--- config.mk ---
export PLATFORM = sky130hd
export DESIGN_NAME = aer_in_arbiter
export DESIGN_NICKNAME = d
export VERILOG_FILES = /design/src/rtl/snn_aer_pkg.sv /design/src/rtl/sync2.sv /design/src/rtl/aer_in_arbiter.sv
export SDC_FILE = /design/constraint.sdc
export NUM_CORES = 1
export LEC_CHECK = 0
export ABC_AREA = 1
export CAP_MARGIN = 20
export CORE_MARGIN = 2
export CORE_UTILIZATION = 52
export DETAILED_ROUTE_END_ITERATION = 16
export PLACE_DENSITY = 0.89
export SETUP_SLACK_MARGIN = 0.05
export SLEW_MARGIN = 20
export SYNTH_ARGS = -nofsm -noshare
export SYNTH_HDL_FRONTEND = slang
export SYNTH_SLANG_ARGS = --single-unit
--- constraint.sdc ---
create_clock -name CLK -period 2.1 [get_ports CLK]
set_input_delay 0.63 -clock CLK [delete_from_list [all_inputs] [get_ports CLK]]
set_output_delay 0.63 -clock CLK [all_outputs]
set_load 0.005 [all_outputs]
--- src/rtl/snn_aer_pkg.sv ---
// Shared AER link definitions: arbiter FSM states, owner encoding and default sizes.
package snn_aer_pkg;

  localparam int unsigned AER_ADDR_W      = 10;
  localparam int unsigned AER_ACK_TIMEOUT = 64;
  localparam int unsigned AER_CNT_W       = 16;

  typedef enum logic [1:0] {
    ST_IDLE    = 2'd0,
    ST_LOAD    = 2'd1,
    ST_REQ     = 2'd2,
    ST_RELEASE = 2'd3
  } aer_arb_state_t;

  typedef enum logic {
    OWN_SORT = 1'b0,
    OWN_HOST = 1'b1
  } aer_owner_t;

endpackage

--- src/rtl/sync2.sv ---
// Two-flop synchronizer for a single asynchronous level input.
module sync2 (
  input  logic CLK,
  input  logic RSTN,
  input  logic D,
  output logic Q
);

  logic r_meta;
  logic r_q;

  always_ff @(posedge CLK) begin
    if (!RSTN) begin
      r_meta <= 1'b0;
      r_q    <= 1'b0;
    end else begin
      r_meta <= D;
      r_q    <= r_meta;
    end
  end

  assign Q = r_q;

endmodule

--- src/rtl/aer_in_arbiter.sv ---
// Arbitrates sorter and host events onto a 4-phase AER input link,
// with round-robin tie-breaking, ACK timeouts, event counting and error flags.
module aer_in_arbiter
  import snn_aer_pkg::*;
#(
  parameter int unsigned ADDR_W      = AER_ADDR_W,
  parameter int unsigned ACK_TIMEOUT = AER_ACK_TIMEOUT
) (
  input  logic                 CLK,
  input  logic                 RSTN,
  input  logic                 SORT_VALID,
  input  logic [ADDR_W-1:0]    SORT_ADDR,
  output logic                 SORT_BUSY,
  input  logic                 HOST_VALID,
  input  logic [ADDR_W-1:0]    HOST_ADDR,
  output logic                 HOST_BUSY,
  output logic [ADDR_W-1:0]    AERIN_ADDR,
  output logic                 AERIN_REQ,
  input  logic                 AERIN_ACK,
  output logic                 OWNER,
  output logic [AER_CNT_W-1:0] EVT_CNT,
  input  logic                 CNT_CLR,
  output logic                 TIMEOUT_ERR,
  output logic                 DROP_ERR,
  input  logic                 ERR_CLR
);

  localparam int unsigned TMR_W = $clog2(ACK_TIMEOUT + 1);

  aer_arb_state_t         r_state, w_state_nxt;
  logic [TMR_W-1:0]       r_timer, w_timer_nxt;
  logic                   r_req, w_req_nxt;
  logic [ADDR_W-1:0]      r_aer_addr, w_aer_addr_nxt;
  aer_owner_t             r_owner, w_owner_nxt;
  logic                   r_rr_host, w_rr_host_nxt;
  logic                   r_to, w_to_nxt;
  logic                   w_to_set;
  logic                   w_done;

  logic                   r_pend_s, r_pend_h;
  logic                   r_samp_s, r_samp_h;
  logic                   r_aok_s, r_aok_h;
  logic [ADDR_W-1:0]      r_addr_s, r_addr_h;
  logic [AER_CNT_W-1:0]   r_evt_cnt;
  logic                   r_to_err, r_drop_err;

  logic w_ack_s;
  logic w_rdy_s, w_rdy_h, w_grant_host, w_tmo;
  logic w_acc_s, w_acc_h, w_drop;
  logic w_done_s, w_done_h, w_count;

  sync2 u_sync2 (
    .CLK  (CLK),
    .RSTN (RSTN),
    .D    (AERIN_ACK),
    .Q    (w_ack_s)
  );

  assign w_rdy_s      = r_pend_s & r_aok_s;
  assign w_rdy_h      = r_pend_h & r_aok_h;
  assign w_grant_host = w_rdy_h & (~w_rdy_s | r_rr_host);
  assign w_tmo        = (r_timer == TMR_W'(ACK_TIMEOUT - 1));

  // Next-state and handshake outputs
  always_comb begin
    w_state_nxt    = r_state;
    w_timer_nxt    = r_timer + TMR_W'(1);
    w_req_nxt      = r_req;
    w_aer_addr_nxt = r_aer_addr;
    w_owner_nxt    = r_owner;
    w_rr_host_nxt  = r_rr_host;
    w_to_nxt       = r_to;
    w_to_set       = 1'b0;
    w_done         = 1'b0;
    case (r_state)
      ST_IDLE: begin
        if (w_rdy_s || w_rdy_h) begin
          w_state_nxt    = ST_LOAD;
          w_timer_nxt    = '0;
          w_to_nxt       = 1'b0;
          w_owner_nxt    = w_grant_host ? OWN_HOST : OWN_SORT;
          w_aer_addr_nxt = w_grant_host ? r_addr_h : r_addr_s;
          // Pointer only moves on contested grants, so the tie winner yields next tie
          if (w_rdy_s && w_rdy_h) w_rr_host_nxt = ~w_grant_host;
        end
      end
      ST_LOAD: begin
        w_state_nxt = ST_REQ;
        w_timer_nxt = '0;
        w_req_nxt   = 1'b1;
      end
      ST_REQ: begin
        if (w_ack_s || w_tmo) begin
          w_state_nxt = ST_RELEASE;
          w_timer_nxt = '0;
          w_req_nxt   = 1'b0;
          if (!w_ack_s) begin
            w_to_nxt = 1'b1;
            w_to_set = 1'b1;
          end
        end
      end
      ST_RELEASE: begin
        if (!w_ack_s || w_tmo) begin
          w_state_nxt = ST_IDLE;
          w_timer_nxt = '0;
          w_done      = 1'b1;
          if (w_ack_s) begin
            w_to_nxt = 1'b1;
            w_to_set = 1'b1;
          end
        end
      end
      default: begin
        w_state_nxt = ST_IDLE;
        w_timer_nxt = '0;
        w_req_nxt   = 1'b0;
      end
    endcase
  end

  always_ff @(posedge CLK) begin
    if (!RSTN) begin
      r_state    <= ST_IDLE;
      r_timer    <= '0;
      r_req      <= 1'b0;
      r_aer_addr <= '0;
      r_owner    <= OWN_SORT;
      r_rr_host  <= 1'b0;
      r_to       <= 1'b0;
    end else begin
      r_state    <= w_state_nxt;
      r_timer    <= w_timer_nxt;
      r_req      <= w_req_nxt;
      r_aer_addr <= w_aer_addr_nxt;
      r_owner    <= w_owner_nxt;
      r_rr_host  <= w_rr_host_nxt;
      r_to       <= w_to_nxt;
    end
  end

  assign w_acc_s  = SORT_VALID & ~r_pend_s;
  assign w_acc_h  = HOST_VALID & ~r_pend_h;
  assign w_drop   = (SORT_VALID & r_pend_s) | (HOST_VALID & r_pend_h);
  assign w_done_s = w_done & (r_owner == OWN_SORT);
  assign w_done_h = w_done & (r_owner == OWN_HOST);
  assign w_count  = w_done & ~w_to_nxt;

  // Request capture: flag on VALID, address one cycle later
  always_ff @(posedge CLK) begin
    if (!RSTN) begin
      r_pend_s <= 1'b0;
      r_pend_h <= 1'b0;
      r_samp_s <= 1'b0;
      r_samp_h <= 1'b0;
      r_aok_s  <= 1'b0;
      r_aok_h  <= 1'b0;
      r_addr_s <= '0;
      r_addr_h <= '0;
    end else begin
      r_pend_s <= (r_pend_s & ~w_done_s) | w_acc_s;
      r_pend_h <= (r_pend_h & ~w_done_h) | w_acc_h;
      r_samp_s <= w_acc_s;
      r_samp_h <= w_acc_h;
      if (w_done_s) begin
        r_aok_s <= 1'b0;
      end else if (r_samp_s) begin
        r_aok_s  <= 1'b1;
        r_addr_s <= SORT_ADDR;
      end
      if (w_done_h) begin
        r_aok_h <= 1'b0;
      end else if (r_samp_h) begin
        r_aok_h  <= 1'b1;
        r_addr_h <= HOST_ADDR;
      end
    end
  end

  // Event counter and sticky error flags; clears take priority
  always_ff @(posedge CLK) begin
    if (!RSTN) begin
      r_evt_cnt  <= '0;
      r_to_err   <= 1'b0;
      r_drop_err <= 1'b0;
    end else begin
      if (CNT_CLR) begin
        r_evt_cnt <= '0;
      end else if (w_count && (r_evt_cnt != '1)) begin
        r_evt_cnt <= r_evt_cnt + AER_CNT_W'(1);
      end
      if (ERR_CLR) begin
        r_to_err   <= 1'b0;
        r_drop_err <= 1'b0;
      end else begin
        r_to_err   <= r_to_err | w_to_set;
        r_drop_err <= r_drop_err | w_drop;
      end
    end
  end

  assign SORT_BUSY   = r_pend_s;
  assign HOST_BUSY   = r_pend_h;
  assign AERIN_ADDR  = r_aer_addr;
  assign AERIN_REQ   = r_req;
  assign OWNER       = r_owner;
  assign EVT_CNT     = r_evt_cnt;
  assign TIMEOUT_ERR = r_to_err;
  assign DROP_ERR    = r_drop_err;

endmodule

* Yosys cells after proc, flatten, opt, wreduce, memory -nomap -nowiden
Cells that the tools add are included.
Cells by class: bitwise gates (word level) 27, eq/ne operators 8, mux-type cells 25, $add $sub $neg 2, reductions and logical operators 18
Operator list (number):
- $pmux W7 S4 | 1
- $mux W7 | 3
- $add A16 B1 Y16 const B | 1
- $ne A16 B16 Y1 const B | 1
- $mux W1 | 13
- $and A1 B1 Y1 | 12
- $mux W10 | 1
- $not A1 Y1 | 9
- $pmux W2 S4 | 1
- $reduce_and A2 Y1 | 4
- $reduce_or A2 Y1 | 4
- $add A7 B1 Y7 const B | 1
- $eq A7 B6 Y1 const B | 1
- $mux W2 | 3
- $ne A2 B2 Y1 const B | 3
- $or A1 B1 Y1 | 6
- $reduce_and A3 Y1 | 2
- $eq A2 B2 Y1 const B | 2
- $pmux W1 S2 | 2
- $logic_or A1 B1 Y1 | 3
- $pmux W1 S3 | 1
- $eq A2 B1 Y1 const B | 1
- $logic_and A1 B1 Y1 | 2
- $logic_not A2 Y1 | 1
- 2 further kinds | 2
Word-level totals: input bits 27, flip-flop bits (word level) 69, logic and storage cells 100

* Longest topological paths before layout
Gate-level depths: netlist (run 1).
depth after elaboration 8, gate-level depth with buffers 12, depth with buffers taken out 12

* By module
A second synthesis (run 1) with hierarchy kept.
Second synthesis, totals: cell total of the unflattened synthesis 451, area, all modules 3278.1 um^2
By module, submodules not included:
- aer_in_arbiter | area an instance 3223.1 um^2, cells each 445, instances 1
- sync2 | area an instance 55.1 um^2, cells each 6, instances 1

* Worst setup path before layout (run 1)
OpenSTA, ideal clock, no wires.
path kind register to register, start reg r_evt_cnt[0] (netlist: EVT_CNT[0]), end reg r_evt_cnt[3] (netlist: EVT_CNT[3]), path slack 0.483 ns, arrival time 1.471 ns, path buffers 1, period minus slack after synthesis 1.617 ns, stages on the path, launching flop included 10, cell sequence dfxtp_1 ha_1 nand3_1 nor2_2 nand2_1 nor2_2 nand2_2 buf_6 nand3_1 a21oi_1
On the way: longest elaborated chain between the ends 2, elaborated cells on any way between the ends 3
Ends and longest elaborated chain:
- from (decl) | RTL line aer_in_arbiter.sv:44 | logic [AER_CNT_W-1:0] r_evt_cnt;
- from (signal assigned) | RTL line aer_in_arbiter.sv:190 | r_evt_cnt <= r_evt_cnt + AER_CNT_W'(1);
- branches (longest 2 deep; another with $add A16 B1 Y16)
Parallel ways; which one is timed is not known. A chain may end at the register's enable or synchronous reset.

* Worst setup path after layout (run 1)
start reg r_evt_cnt[8] (netlist: EVT_CNT[8]), end out EVT_CNT[8]
RTL lines:
- to (decl) | RTL line aer_in_arbiter.sv:21 | output logic [AER_CNT_W-1:0] EVT_CNT,
No word-level cell between the ends.

==> results of run 1 <==
## synthesized netlist by cell type, types with 5 or more instances
cell type / instances
ha_1: 6
nand3_2: 10
clkbuf_1: 6
nand3_1: 18
xor2_1: 5
a21oi_1: 13
o21ai_0: 18
nand2_2: 9
nand4_1: 8
nor2_1: 81
dfxtp_1: 69
a21oi_2: 9
o21ai_1: 22
inv_1: 27
nand2_1: 76
o211ai_1: 9
## cells by family (layout without fill, tap and decap cells)
| group | count (synthesis) | in the layout | synth area share [%] |
|---|---|---|---|
| xor gates and xnor gates | 9 | 9 | 2.41 |
| adders and majority gates | 6 | 6 | 2.30 |
| and+or+nand+nor | 216 | 216 | 31.6 |
| DFF | 69 | 69 | 42.3 |
| buffers and inverters | 47 | 115 | 6.77 |
| AOI/OAI and AO/OA | 79 | 79 | 14.7 |
## worst register-to-register path: cells and delay by family, from the launching register on
kind,cells,cell delay [ns]
buffers and inverters,2,0.25
DFF,1,0.36
AOI/OAI and AO/OA,1,0.22
and+or+nand+nor,6,0.70
adders and majority gates,1,0.21
## repair_timing
item,in CTS,in global routing
hold buffers,0,0
endpoints found under the setup margin,0,10
setup buffers,0,2
gates resized for setup,0,7
## cell type report
cell class	count	share of cell area, %
clock inverters	7	2.90
inverters	33	2.96
flip-flops and latches	69	33.2
clock buffers	9	2.96
multi-input cells	310	39.9
repair buffers	66	15.9
well taps	75	2.24
## per-layer routing
| layer | part of all wire [%] | GRT usage [%] | routed length [microns] |
|---|---|---|---|
| met3 | 6.0 | 5.47 | 471 |
| met2 | 52 | 41.1 | 4050 |
| met5 | 0 | 0 | 0 |
| met4 | 2.7 | 12.2 | 210 |
| met1 | 40 | 25.6 | 3110 |
## state kept, by name (all words and copies together), names as in the netlist, 2 cells and up
register and flops:
r_addr_h 10, r_addr_s 10, r_state 2, EVT_CNT 16
AERIN_ADDR 10, r_timer 7
## through the flow
stage | hold slack, ns | cell area [sq um] | instances
detailed placement | 0.411 | 3890 | 551
floorplan | 0.390 | 3270 | 426
CTS | 0.429 | 4140 | 567
finish | 0.426 | 4190 | 569
global route | 0.451 | 4190 | 569
global placement | 0.394 | 3890 | 551
## power by group through the flow
stage,logic [W],registers [W],clock network [W]
2_1_floorplan,0.000331,0.00149,0
4_1_cts,0.000505,0.00147,0.00135
3_5_place_dp,0.000493,0.00150,0
5_1_grt,0.000580,0.00148,0.00140
3_3_place_gp,0.000466,0.00149,0
6_report,0.000516,0.00147,0.00133
## how the worst min path moves through the flow
stage,endpoint,startpoint,slack (ns),depth (start not counted)
finish,u_sync2.Q,u_sync2.r_meta,0.43,2
global placement,u_sync2.Q,u_sync2.r_meta,0.39,2
detailed placement,u_sync2.Q,u_sync2.r_meta,0.41,2
global route,u_sync2.Q,u_sync2.r_meta,0.45,2
floorplan,u_sync2.Q,u_sync2.r_meta,0.39,2
CTS,u_sync2.Q,u_sync2.r_meta,0.43,2
==> results_dict.tcl, run 1 <==
set metrics [dict create \
    status "finished, final reports clean" \
    worst_slew_pin_slew_ns 0.649 \
    synthDistinctLibCells 37 \
    path_delay_family "buffers and inverters" \
    endpoint "EVT_CNT[8]" \
    cp.depth 1 \
    hold_viol 0 \
    portBuffers 58 \
    multiInputGateArea_sq_um 1670 \
    required_ns 1.47 \
    io_pins 59 \
    track_usage_pct 23.2 \
    dr.first_iter.drc_count 127 \
    start_util_pct 54.6 \
    synth_top_area_share_pct 42.3 \
    synth.area.top_cells "dfxtp_1 42%, nor2_1 9.3%, nand2_1 8.7%" \
    worstSetupStartpoint "EVT_CNT[8]" \
    grt_start_max_net_pins 38 \
    final_common_cell "nor2_1" \
    fin_nets 522 \
    crit_fanout 7 \
    critPathMaxStageDelay_ns 0.56 \
    drc 0 \
    final_cell_mix "81 x nor2_1, 76 x nand2_1, 63 x dfxtp_1" \
    via_per_inst 5.41 \
    synth_fp_nets 459 \
    critPathLaunchType "flip-flop" \
    cts_buffers 9 \
    cts_sinks 69 \
    worst_slack_ns 0.0815 \
    worst-setup-path-type "reg -> out" \
    num-fill-cells 474 \
    placementRows 28 \
    powerDensity_nw_per_um2 792 \
    post-route-util_pct 69.9 \
    rsz0062_at_grt "false" \
    synth_edf_count 0 \
    p_comb_share_pct 15.6 \
    gr-total-overflow 0 \
    layout-drive-gt1-share_pct 15.2 \
    period_minus_slack_ns 2.02 \
    r2r_slack_ns 0.24 \
    crit_path_end_kind "output port" \
    grt_antenna_before_repair 0 \
    grt_pass1_vias 2984 \
    cts_buffer_depth 2 \
    worstPathArrival_ns 1.39 \
    pre_cts_slack_ns 0.0789 \
    syn_avg_cell_area_sq_um 7.67 \
    wl_per_cell_microns 13.8 \
    grt_pass1_wl_mm 13.1 \
    max-slew-margin-rel_pct 56.7 \
    hold_path_class "reg -> reg" \
    cap_violations 0 \
    ant_nets 0 \
    cts.root.buffer_cell "clkbuf_8" \
    ctsHtreeMaxLevel 3 \
    vdd_ir_drop_max_v 0.000516 \
    die_y_microns 83.3 \
    crit_slowest_cell "clkdlybuf4s50_1" \
    r2r_end "r_addr_s[0]" \
    tns_ns 0 \
    reg2reg_depth 10 \
    async_reset_ff_share_pct 0 \
    path_clk_slew_ns 0.08 \
    finalCritPeriodShare_pct 96.1 \
    power_w 0.00332 \
    max_freq_mhz 495 \
    antenna_cells_inserted 0 \
    yosys_most_used_dff "dfxtp_1" \
    seqPwrFrac_pct 44.4 \
    syn-instance-count 426 \
    ys.warnings.count 0 \
    crit_buf_inv 1 \
    worstSkewPairLatency_ns 0.35 \
    setup_viol 0 \
    register_area_sq_um 1390 \
    gp_congestion 0.897 \
    die-area_sq_um 6940 \
    synth_seq_cells 69 \
    skew_ns 0.0123 \
    core_area_sq_um 5990 \
    cts_tree "built" \
    crit_path_cell_trace "clkdlybuf4s50_1" \
    first_pass_iters 4 \
    vias 3080 \
    die_x_microns 83.3 \
    switching_share_pct 26.9 \
    area_growth_pct 28.1 \
    synth.largest_area_cell "dfxtp_1" \
    p_int_w 0.00242 \
    p_sw_w 0.000893 \
    leakagePower_nw 1.55 \
    r2r-start "r_timer[0]" \
    place_hpwl_mm 5.57 \
    routed_wirelength_mm 7.84 \
    maxSlewViolCount 0 \
    clkPwrFrac_pct 40.1 \
    synth_area_sq_um 3270 \
    ys_seq_area_share_pct 42.3 \
]
No activity file was read; power rests on OpenSTA's default activity.
==> run 2: changes to the inputs <==
==> constraint.sdc (replaced) <==
create_clock -name CLK -period 1.95 [get_ports CLK]
set_input_delay 0.585 -clock CLK [delete_from_list [all_inputs] [get_ports CLK]]
set_output_delay 0.585 -clock CLK [all_outputs]
set_load 0.005 [all_outputs]
==> run 2 against run 1 <==
Critical path depth is the same. Global-route usage shrank 1.3 points. Via count shrank 0.75%. Worst setup slack gained 0.014 ns. Die area is the same. Largest cell class unchanged. Highest routed layer unchanged.
==> results_dict.tcl, run 2 (synthesis results as in run 1) <==
set metrics [dict create \
    ant_nets 0 \
    hold_path_class "reg -> reg" \
    worst_slack_ns 0.0952 \
    ctsHoldBuffers 0 \
    crit_path_end_kind "output port" \
    gp_congestion 0.904 \
    r2r-start "r_state[0]" \
    cts_sinks 69 \
    gr-total-overflow 0 \
    leakagePower_nw 1.56 \
    post-route-util_pct 70.3 \
    rsz0062_at_grt "false" \
    cts_buffers 9 \
    place_hpwl_mm 5.36 \
    path_delay_family "buffers and inverters" \
    cts_tree "built" \
    start_util_pct 54.6 \
    required_ns 1.36 \
    cts_buffer_depth 2 \
    p_int_w 0.00247 \
    layout-drive-gt1-share_pct 18.2 \
    crit_buf_inv 1 \
    max-slew-margin-rel_pct 58.8 \
    grt_start_max_net_pins 38 \
    core_area_sq_um 5990 \
    worst_slew_pin_slew_ns 0.618 \
    ctsHtreeMaxLevel 3 \
    skew_ns 0.00784 \
    grt_pass1_vias 3027 \
    max_freq_mhz 539 \
    p_comb_share_pct 16.0 \
    wl_per_cell_microns 12.7 \
    pre_cts_slack_ns -0.0339 \
    fin_nets 528 \
    cts.root.buffer_cell "clkbuf_8" \
    num-fill-cells 442 \
    critPathMaxStageDelay_ns 0.52 \
    first_pass_iters 5 \
    via_per_inst 5.33 \
    maxSlewViolCount 0 \
    clkPwrFrac_pct 37.0 \
    largest_register_ff_count 16 \
    reg2reg_depth 12 \
    portBuffers 58 \
    dr.first_iter.drc_count 120 \
    crit_slowest_cell "clkdlybuf4s50_1" \
    io_pins 59 \
    hold_path_depth 2 \
    crit_fanout 7 \
    setup_viol 0 \
    antenna_cells_inserted 0 \
    r2r_slack_ns 0.19 \
    track_usage_pct 21.8 \
    dp_cells 557 \
    area_growth_pct 28.8 \
    path_clk_slew_ns 0.07 \
    period_minus_slack_ns 1.85 \
    placementRows 28 \
    vdd_ir_drop_max_v 0.000646 \
    r2r_end "EVT_CNT[3]" \
    crit_path_cell_trace "clkdlybuf4s50_1" \
    vias 3057 \
    grt_antenna_before_repair 0 \
    fin_cells 574 \
    finalCritPeriodShare_pct 95.1 \
    cap_violations 0 \
    final_common_cell "nor2_1" \
    die-area_sq_um 6940 \
    seqPwrFrac_pct 47.0 \
    worst-setup-path-type "reg -> out" \
    die_x_microns 83.3 \
    switching_share_pct 26.7 \
    hold_viol 0 \
    final_cell_mix "81 x nor2_1, 76 x nand2_1, 57 x clkdlybuf4s50_1" \
    min_from "u_sync2.r_meta" \
    worstPathArrival_ns 1.27 \
    drc 0 \
    critPathLaunchType "flip-flop" \
    tns_ns 0 \
    powerDensity_nw_per_um2 802 \
    status "finished, final reports clean" \
    p_sw_w 0.000903 \
    routed_wirelength_mm 7.27 \
    worstSkewPairLatency_ns 0.34 \
    die_y_microns 83.3 \
    holdPathEnd "u_sync2.Q" \
    grt_pass1_wl_mm 12.6 \
]
==> run 2: cell types whose count changed in the layout (fill, tap and decap cells not counted), sizes merged <==
cell           delta
buf               +6
dlymetal6s2s      +1
clkdlybuf4s50     -1
bufinv            -1
==> run 2: repair_timing <==
| action | CTS | global route |
|---|---|---|
| endpoints found under the hold margin | 0 | 0 |
| pin swaps | 0 | 4 |
| setup endpoints to repair | 11 | 34 |
| gates resized for setup | 11 | 10 |
| setup buffers | 0 | 2 |
==> run 2: worst max path at each step <==
stage | startpoint | to | slack (ns) | cells after the start
finish | EVT_CNT[9] | EVT_CNT[9] | 0.1 | 1
global route | EVT_CNT[1] | EVT_CNT[1] | 0.04 | 1
CTS | EVT_CNT[0] | EVT_CNT[0] | 0.06 | 2
detailed placement | RSTN | EVT_CNT[3] | -0.03 | 5
global placement | RSTN | EVT_CNT[13] | 0.03 | 5
floorplan | EVT_CNT[0] | EVT_CNT[3] | 0.33 | 9
==> run 2: per-stage QoR <==
step	total power, W	hold WS (ns)	instance area [sq um]
2_1_floorplan	0.00196	0.390	3270
6_report	0.00338	0.408	4210
5_1_grt	0.00354	0.434	4210
3_3_place_gp	0.00211	0.395	3940
4_1_cts	0.00338	0.408	4160
3_5_place_dp	0.00214	0.398	3940
==> run 2: area by class of cell <==
class	count	area [sq um]	share of cell area, %
inverter	33	124	2.94
multi-input combinational	310	1680	39.8
clock inverter	6	87.6	2.08
clock buffer	9	124	2.94
timing repair buffer	72	701	16.6
tap	75	93.8	2.23
sequential	69	1410	33.4
==> run 2: power groups by stage <==
| stage | clock, W | combinational (W) | sequential [W] |
|---|---|---|---|
| 2_1_floorplan | 0 | 0.000357 | 0.00160 |
| 3_3_place_gp | 0 | 0.000508 | 0.00161 |
| 3_5_place_dp | 0 | 0.000528 | 0.00161 |
| 4_1_cts | 0.00126 | 0.000530 | 0.00158 |
| 5_1_grt | 0.00132 | 0.000617 | 0.00160 |
| 6_report | 0.00125 | 0.000540 | 0.00159 |
==> run 2: metal layers <==
layer  vias up  wire length [microns]  track usage (%)
met5         -                      0                0
met4         0                    209             10.6
met3        21                    498             5.86
met2       122                   3710             39.7
met1      1375                   2850             23.1
li1       1539                      -                -
==> run 3: changes to the inputs <==
--- a/config.mk
+++ b/config.mk
@@ -7,7 +7,6 @@
 export LEC_CHECK = 0
 export ABC_AREA = 1
 export CAP_MARGIN = 20
-export CORE_MARGIN = 2
 export CORE_UTILIZATION = 52
 export DETAILED_ROUTE_END_ITERATION = 16
 export PLACE_DENSITY = 0.89
==> run 3 against run 2 <==
Sequential share of layout area is essentially flat. Sequential power is essentially flat. Die area shrank 4.7%. Global-route usage grew 2.8 points. Utilization grew 0.10 points. Count of clock-buffer cells in the layout grew 1. Power grew 1.5%. Highest routed layer unchanged.
==> results_dict.tcl, run 3 (synthesis results as in run 1) <==
set metrics [dict create \
    stdcell_area_sq_um 4220 \
    worst_slew_pin_slew_ns 0.634 \
    cts_buffers 9 \
    path_clk_slew_ns 0.08 \
    hold_path_depth 2 \
    crit_buf_inv 1 \
    worst-setup-path-type "reg -> out" \
    die_y_microns 81.3 \
    first_pass_iters 6 \
    skew_ns 0.00907 \
    grt_pass1_wl_mm 12.4 \
    final_cell_mix "81 x nor2_1, 76 x nand2_1, 57 x clkdlybuf4s50_1" \
    start_util_pct 54.6 \
    largest_register_ff_count 16 \
    finalCritPeriodShare_pct 95.8 \
    antenna_cells_inserted 0 \
    wl_per_cell_microns 13.4 \
    vias 3101 \
    setup_viol 0 \
    num-fill-cells 449 \
    crit_path_end_kind "output port" \
    die_x_microns 81.3 \
    max_freq_mhz 535 \
    routed_wirelength_mm 7.66 \
    required_ns 1.36 \
    critPathLaunchType "flip-flop" \
    layout-drive-gt1-share_pct 18.3 \
    final_common_cell "nor2_1" \
    die-area_sq_um 6610 \
    portBuffers 58 \
    critPathMaxStageDelay_ns 0.53 \
    hold_path_class "reg -> reg" \
    gp_congestion 0.950 \
    powerDensity_nw_per_um2 812 \
    rsz0062_at_grt "true" \
    status "finished, final reports clean" \
    ctsHtreeMaxLevel 3 \
    cp.depth 1 \
    worstSkewPairLatency_ns 0.34 \
    worstPathArrival_ns 1.28 \
    period_minus_slack_ns 1.87 \
    power_w 0.00343 \
    grt_start_max_net_pins 38 \
    placementRows 28 \
    hold_viol 0 \
    grt_pass1_vias 2854 \
    crit_slowest_cell "clkdlybuf4s50_1" \
    grt_antenna_before_repair 0 \
    via_per_inst 5.41 \
    track_usage_pct 24.6 \
    gr-total-overflow 0 \
    fin_nets 526 \
    dpl_cell_area_sq_um 3910 \
    cts_buffer_depth 2 \
    vdd_ir_drop_max_v 0.000630 \
    maxSlewViolCount 0 \
    reg2reg_depth 11 \
    leakagePower_nw 1.57 \
    r2r_slack_ns 0.16 \
    core_area_sq_um 5990 \
    path_delay_family "buffers and inverters" \
    cts_sinks 69 \
    crit_path_cell_trace "clkdlybuf4s50_1" \
    place_hpwl_mm 5.30 \
    cts_tree "built" \
    cts.root.buffer_cell "clkbuf_8" \
    cap_violations 0 \
    ant_nets 0 \
    area_growth_pct 29.0 \
    max-slew-margin-rel_pct 57.7 \
    drc 0 \
    crit_fanout 7 \
    dr.first_iter.drc_count 316 \
    io_pins 59 \
]
==> run 3: worst paths after layout <==
kind / from / endpoint
worst min register to register: u_sync2.r_meta / u_sync2.Q
worst max-delay path: EVT_CNT[8] / EVT_CNT[8]
worst min-delay path: u_sync2.r_meta / u_sync2.Q
worst max register to register: r_state[0] / EVT_CNT[9]
==> run 3: area by class of cell <==
class	count	area [sq um]	share of cell area (%)
Tap cell	75	93.8	2.22
Clock buffer	10	138	3.26
Multi-Input combinational cell	311	1690	40.0
Timing Repair Buffer	69	682	16.2
Clock inverter	6	86.3	2.05
Sequential cell	69	1410	33.4
Inverter	33	124	2.94
==> run 3: metal layers <==
layer	global-route usage (%)	share of wire (%)	up-vias
li1	-	-	1535
met1	29.4	41	1391
met2	42.6	49	144
met3	4.61	6.8	31
met4	10.7	2.9	0
met5	0	0	-
==> run 3: power by group <==
group | internal (W) | switching (W) | leakage [nW]
Clock | 0.000752 | 0.000538 | 0.112
Sequential | 0.00151 | 0.0000717 | 0.571
Combinational | 0.000245 | 0.000309 | 0.890
==> run 3: per-stage QoR <==
step / hold WS (ns) / util [%] / worst slack [ns] / setup TNS, ns / cells
2_1_floorplan: 0.390 / - / 0.333 / 0 / 426
3_3_place_gp: 0.400 / 65.3 / 0.0219 / 0 / 554
3_5_place_dp: 0.408 / 65.3 / -0.0244 / -0.120 / 554
4_1_cts: 0.455 / 69.4 / 0.0680 / 0 / 570
5_1_grt: 0.461 / 70.4 / 0.0344 / 0 / 573
6_report: 0.461 / 70.4 / 0.0812 / 0 / 573
==> run 3: timing repair <==
item	4_1_cts	5_1_grt
hold buffers	0	0
gates resized for setup	14	10
pin swaps	0	2
gates cloned	0	1
setup buffers	0	2
endpoints found under the setup margin	13	22
